### src/rtl/child_result_collector.sv
`default_nettype none
// ============================================================================
// Module      : child_result_collector
// Description : Round-robin fan-in of N_CHILD valid/ready result streams into
//               one registered stream tagged with the source child index.
// Revision    : 1.0  initial release
// ============================================================================
module child_result_collector #(
   parameter int N_CHILD = 10,
   parameter int DATA_W  = 16
) (
   input  logic                        clk,
   input  logic                        rst_n,
   input  logic [N_CHILD-1:0]          in_valid,
   input  logic [N_CHILD*DATA_W-1:0]   in_data,
   output logic [N_CHILD-1:0]          in_ready,
   output logic                        out_valid,
   output logic [DATA_W-1:0]           out_data,
   output logic [3:0]                  out_idx,
   input  logic                        out_ready,
   output logic [15:0]                 xfer_cnt
);

   localparam logic [3:0] c_last_init = 4'(N_CHILD - 1);

   logic [3:0]        r_last_ptr;
   logic              w_load_en;
   logic              w_found;
   logic              w_in_xfer;
   logic [3:0]        w_grant;
   logic [4:0]        w_cand;
   logic [DATA_W-1:0] w_sel_data;

   // Candidate index walks last_ptr+1 .. last_ptr+N_CHILD, folded back into range.
   always_comb begin
      w_found = 1'b0;
      w_grant = '0;
      w_cand  = '0;
      for (int k = 0; k < N_CHILD; k++) begin
         w_cand = {1'b0, r_last_ptr} + 5'd1 + 5'(k);
         if (w_cand >= 5'(N_CHILD))
            w_cand = w_cand - 5'(N_CHILD);
         if (!w_found && in_valid[w_cand[3:0]]) begin
            w_found = 1'b1;
            w_grant = w_cand[3:0];
         end
      end
   end

   assign w_load_en  = !out_valid || out_ready;
   assign w_in_xfer  = rst_n && w_load_en && w_found;
   assign w_sel_data = in_data[int'(w_grant)*DATA_W +: DATA_W];

   always_comb begin
      in_ready = '0;
      if (w_in_xfer)
         in_ready[w_grant] = 1'b1;
   end

   always_ff @(posedge clk or negedge rst_n) begin
      if (!rst_n) begin
         out_valid  <= 1'b0;
         out_data   <= '0;
         out_idx    <= '0;
         xfer_cnt   <= '0;
         r_last_ptr <= c_last_init;
      end else begin
         if (out_valid && out_ready)
            xfer_cnt <= xfer_cnt + 16'd1;
         // A new grant replaces the entry even while it is being drained.
         if (w_in_xfer) begin
            out_valid  <= 1'b1;
            out_data   <= w_sel_data;
            out_idx    <= w_grant;
            r_last_ptr <= w_grant;
         end else if (out_ready) begin
            out_valid  <= 1'b0;
         end
      end
   end

endmodule
`default_nettype wire

### config.mk
export PLATFORM = sky130hd
export DESIGN_NAME = child_result_collector
export DESIGN_NICKNAME = d
export VERILOG_FILES = /design/src/rtl/child_result_collector.sv
export SDC_FILE = /design/constraint.sdc
export NUM_CORES = 1
export LEC_CHECK = 0
export BUFFER_PORTS_ARGS = -buffer_cell sky130_fd_sc_hd__clkbuf_2
export CAP_MARGIN = 10
export CELL_PAD_IN_SITES_DETAIL_PLACEMENT = 0
export CELL_PAD_IN_SITES_GLOBAL_PLACEMENT = 2
export CORE_ASPECT_RATIO = 1.4
export CORE_MARGIN = 3
export CORE_UTILIZATION = 33
export CTS_CLUSTER_SIZE = 16
export DETAILED_ROUTE_END_ITERATION = 16
export PLACE_DENSITY = 0.85
export SYNTH_ARGS = -nofsm -noshare
export SYNTH_HDL_FRONTEND = slang
export SYNTH_SLANG_ARGS = --single-unit
### constraint.sdc
create_clock -name clk -period 10.4 [get_ports clk]
set_clock_uncertainty 0.05 [all_clocks]
set_input_delay 0 -clock clk [delete_from_list [all_inputs] [get_ports clk]]
set_output_delay 0 -clock clk [all_outputs]
set_load 0.03 [all_outputs]
==> summary.md <==
The number of global-route vias before repair came out at 9222. The final critical delay including setup and external delays is 8.08 ns. The tightest hold margin came out at 0.109 ns. The number of synthesized register bits works out to 39.

In the finished design, the share of the clock period the worst path needs comes to 77.7%. Setup violations remaining at the end of the flow were counted as 0. The H-tree was split into 2 levels.

The signed area change from the synthesized netlist to the final layout was 15.5%. Clock latency on the worst-skew pair, taken at its later pin, is 0.29 ns. The placed wire-length estimate after detailed placement is 26.0 mm, and the fraction of layout cells with a size suffix above 1 is 25.7%.

Setup repair after global routing left no endpoint under its margin. The number of antenna diodes in the final layout is 0. The first routing iteration left 835 violations. The worst pin sits at a relative slew slack of 21.9%. For the maximum clock path buffer count, the log shows 2. Yosys printed 0 warnings. The via count of the routed design was 9582; the cell area after synthesis was 8370 um2. The clock tree root buffer cell was clkbuf_16. Sorting the synthesized cells by area gives the leading types as mux2i_1 12%, dfrtp_1 11%, nand2_1 5.8%, nor3_1 3.9%, ha_1 3.7%. Dominant cell type by area after synthesis: mux2i_1. The flow ran to the end, and the final reports show no timing, DRC or antenna violations.

The height of the die was 194 um; the number of distinct library cells after synthesis was 95. The critical path is of the reg2out type. Buffers inserted during clock tree synthesis total 5.

After synthesis, the largest area contributor takes up 11.8% of total cell area. The floorplan core area is 24800 um2, and the pin count of the biggest net entering global routing is 86. Among all flip-flop cells after synthesis, the most frequent one is dfrtp_1.

220 I/O pins were placed. The worst setup path is captured at an output pin. In the synthesized netlist, the number of instances is 1110. The logs give 0 for the count of endpoints failing hold in the final timing report and 33.7% for the starting density of the core. Maximum clock frequency: 0.124 GHz.

The tools report the sum of negative setup slack as 0 ns. The logs give 0 for the count of final max-slew check failures and 8.03 ns for the endpoint arrival time on the critical path. The most common cell after layout, fill and taps aside was clkbuf_2. Leaving out fill and tap cells, the most frequent cells in the layout are 219 x clkbuf_2, 129 x nand2_1, 99 x mux2i_1, 66 x nor2_1, 65 x nor3_1. The net count of the finished layout is 1461. The tools report the number of max-cap violations as 0. Clock tree synthesis found a total of 39 sinks.

The clock input transition at the sequential cells of the worst setup and hold paths came out at 0.06 ns. The detail-routed via count per cell is 6.07. The count of filler cells inserted in the layout came out at 2662.

A synthesized cell averages 7.54 um2. The classification of the worst-slack hold path was in2reg. The tools report the type of element launching the critical path as a register. The number of instances on the worst hold path came out at 4. The remaining number of nets flagged by the antenna check after routing is 0, and the overall routing resource usage is 23.8%. The total die area was 27300 um2; the number of buffer cells added on primary ports was 219. Dividing the detail-routed wire length by the instance count gives 21.6 um.

Along the worst path, the maximum fanout reaches 72. For the remaining global-route overflow, the log shows 0. The number of placement rows was 68. The pre-antenna-repair detailed-routing pass consisted of 5 iterations.

For the pin with the worst max-slew slack, the measured transition is 1.17 ns. The DRC violation count after routing is 0, and the post-synthesis net count is 1308. The number of cells on the worst reg-to-reg path is 19. The congestion estimate from routability-driven global placement came to 0.923. The number of antenna violations at the first check in global routing is 0, and the proportion of register bits with asynchronous set or reset after synthesis is 100%. The count of flip-flops with a built-in enable after synthesis is 0, and the final wirelength is 34.1 mm.

The overall die width is 141 um. STA puts the critical path data required time at 10.35 ns. TritonCTS built the clock tree. The share of the Yosys chip area taken by registers is 11.7%. The first global-routing pass estimated 52.9 mm of wire.
[path summary, 6_finish.rpt]
check | slack (ns) | from | to
worst max-delay path | 2.32 | r_last_ptr[0] | in_ready[0]
worst min-delay path | 0.11 | in_data[90] | out_data[10]
worst max register to register | 2.50 | r_last_ptr[0] | out_data[3]
worst min register to register | 0.44 | xfer_cnt[15] | xfer_cnt[15]
max in group asynchronous | 9.63 | rst_n | r_last_ptr[0]
min in group asynchronous | 0.27 | rst_n | xfer_cnt[12]
[registers in the layout, indices dropped and copies added (netlist names)]
signal      count
out_data       16
r_last_ptr      2
xfer_cnt       16
out_valid       1
out_idx         4
[cell usage after synthesis, drive strengths merged, types with 11 or more instances]
library cell,instances
a21oi,60
a22oi,20
a311oi,12
and2,11
buf,51
clkbuf,39
dfrtp,37
ha,25
inv,16
mux2,26
mux2i,101
nand2,129
nand2b,15
nand3,48
nor2,68
nor2b,11
nor3,66
o211ai,19
o21a,15
o21ai,66
o221ai,28
o32ai,14
or2,17
xnor2,40
[critical path, stage by stage (launching register included)]
cell,delay [ns]
dfstp_4,1.11
inv_2,0.46
ha_1,0.41
buf_4,0.37
ha_1,0.55
xnor2_1,0.22
o211a_1,0.29
or2_1,0.27
or3_1,0.31
a211oi_1,0.71
a211oi_4,0.15
nand4b_4,0.31
nor4_4,0.08
buf_4,0.28
a221o_1,0.36
o21ai_4,0.70
buf_4,0.43
nand3_1,0.18
nor3_1,0.21
clkbuf_2,0.25
[metrics by stage]
stage	utilization [%]	setup slack, ns	area [um2]	std cells
finish	38.9	2.32	9670	1579
global route	38.9	1.81	9670	1579
CTS	38.9	2.33	9670	1579
detailed placement	38.3	2.61	9510	1569
global placement	38.3	2.59	9510	1569
floorplan	-	4.14	8370	1110
[what timing repair did]
action	CTS	global route
hold endpoints to repair	38	0
hold buffers	2	0
setup buffers	0	0
gates resized for setup	0	0
[cells by family (layout without fill, tap and decap cells)]
kind of cell	after synthesis	in the layout	share of synthesized area, %
and+or+nand+nor	423	423	25.3
buffers and inverters	107	261	6.53
AOI/OAI and AO/OA	334	334	29.6
adders and majority gates	25	25	3.74
xor gates and xnor gates	51	51	6.29
muxes	131	131	16.8
DFF	39	39	11.7
[layout make-up]
type | count | area [um2] | area share, %
clock inverter | 2 | 12.5 | 0.129
clock buffer | 6 | 129 | 1.33
timing repair buffer | 236 | 1230 | 12.7
sequential | 39 | 982 | 10.2
tap | 315 | 394 | 4.08
inverter | 17 | 63.8 | 0.660
multi-input combinational | 964 | 6860 | 70.9
[metal layers]
metal / GRT usage, % / wire length (um) / part of all wire, % / vias up
li1: - / - / - / 4531
met1: 30.3 / 14000 / 41 / 4601
met2: 41.4 / 17100 / 50 / 382
met3: 3.37 / 2010 / 5.9 / 68
met4: 7.43 / 1060 / 3.1 / 0
met5: 0 / 0 / 0 / -
Power is not shown: default switching activity piles up to over one toggle a cycle in this logic, so the estimate is an artifact.
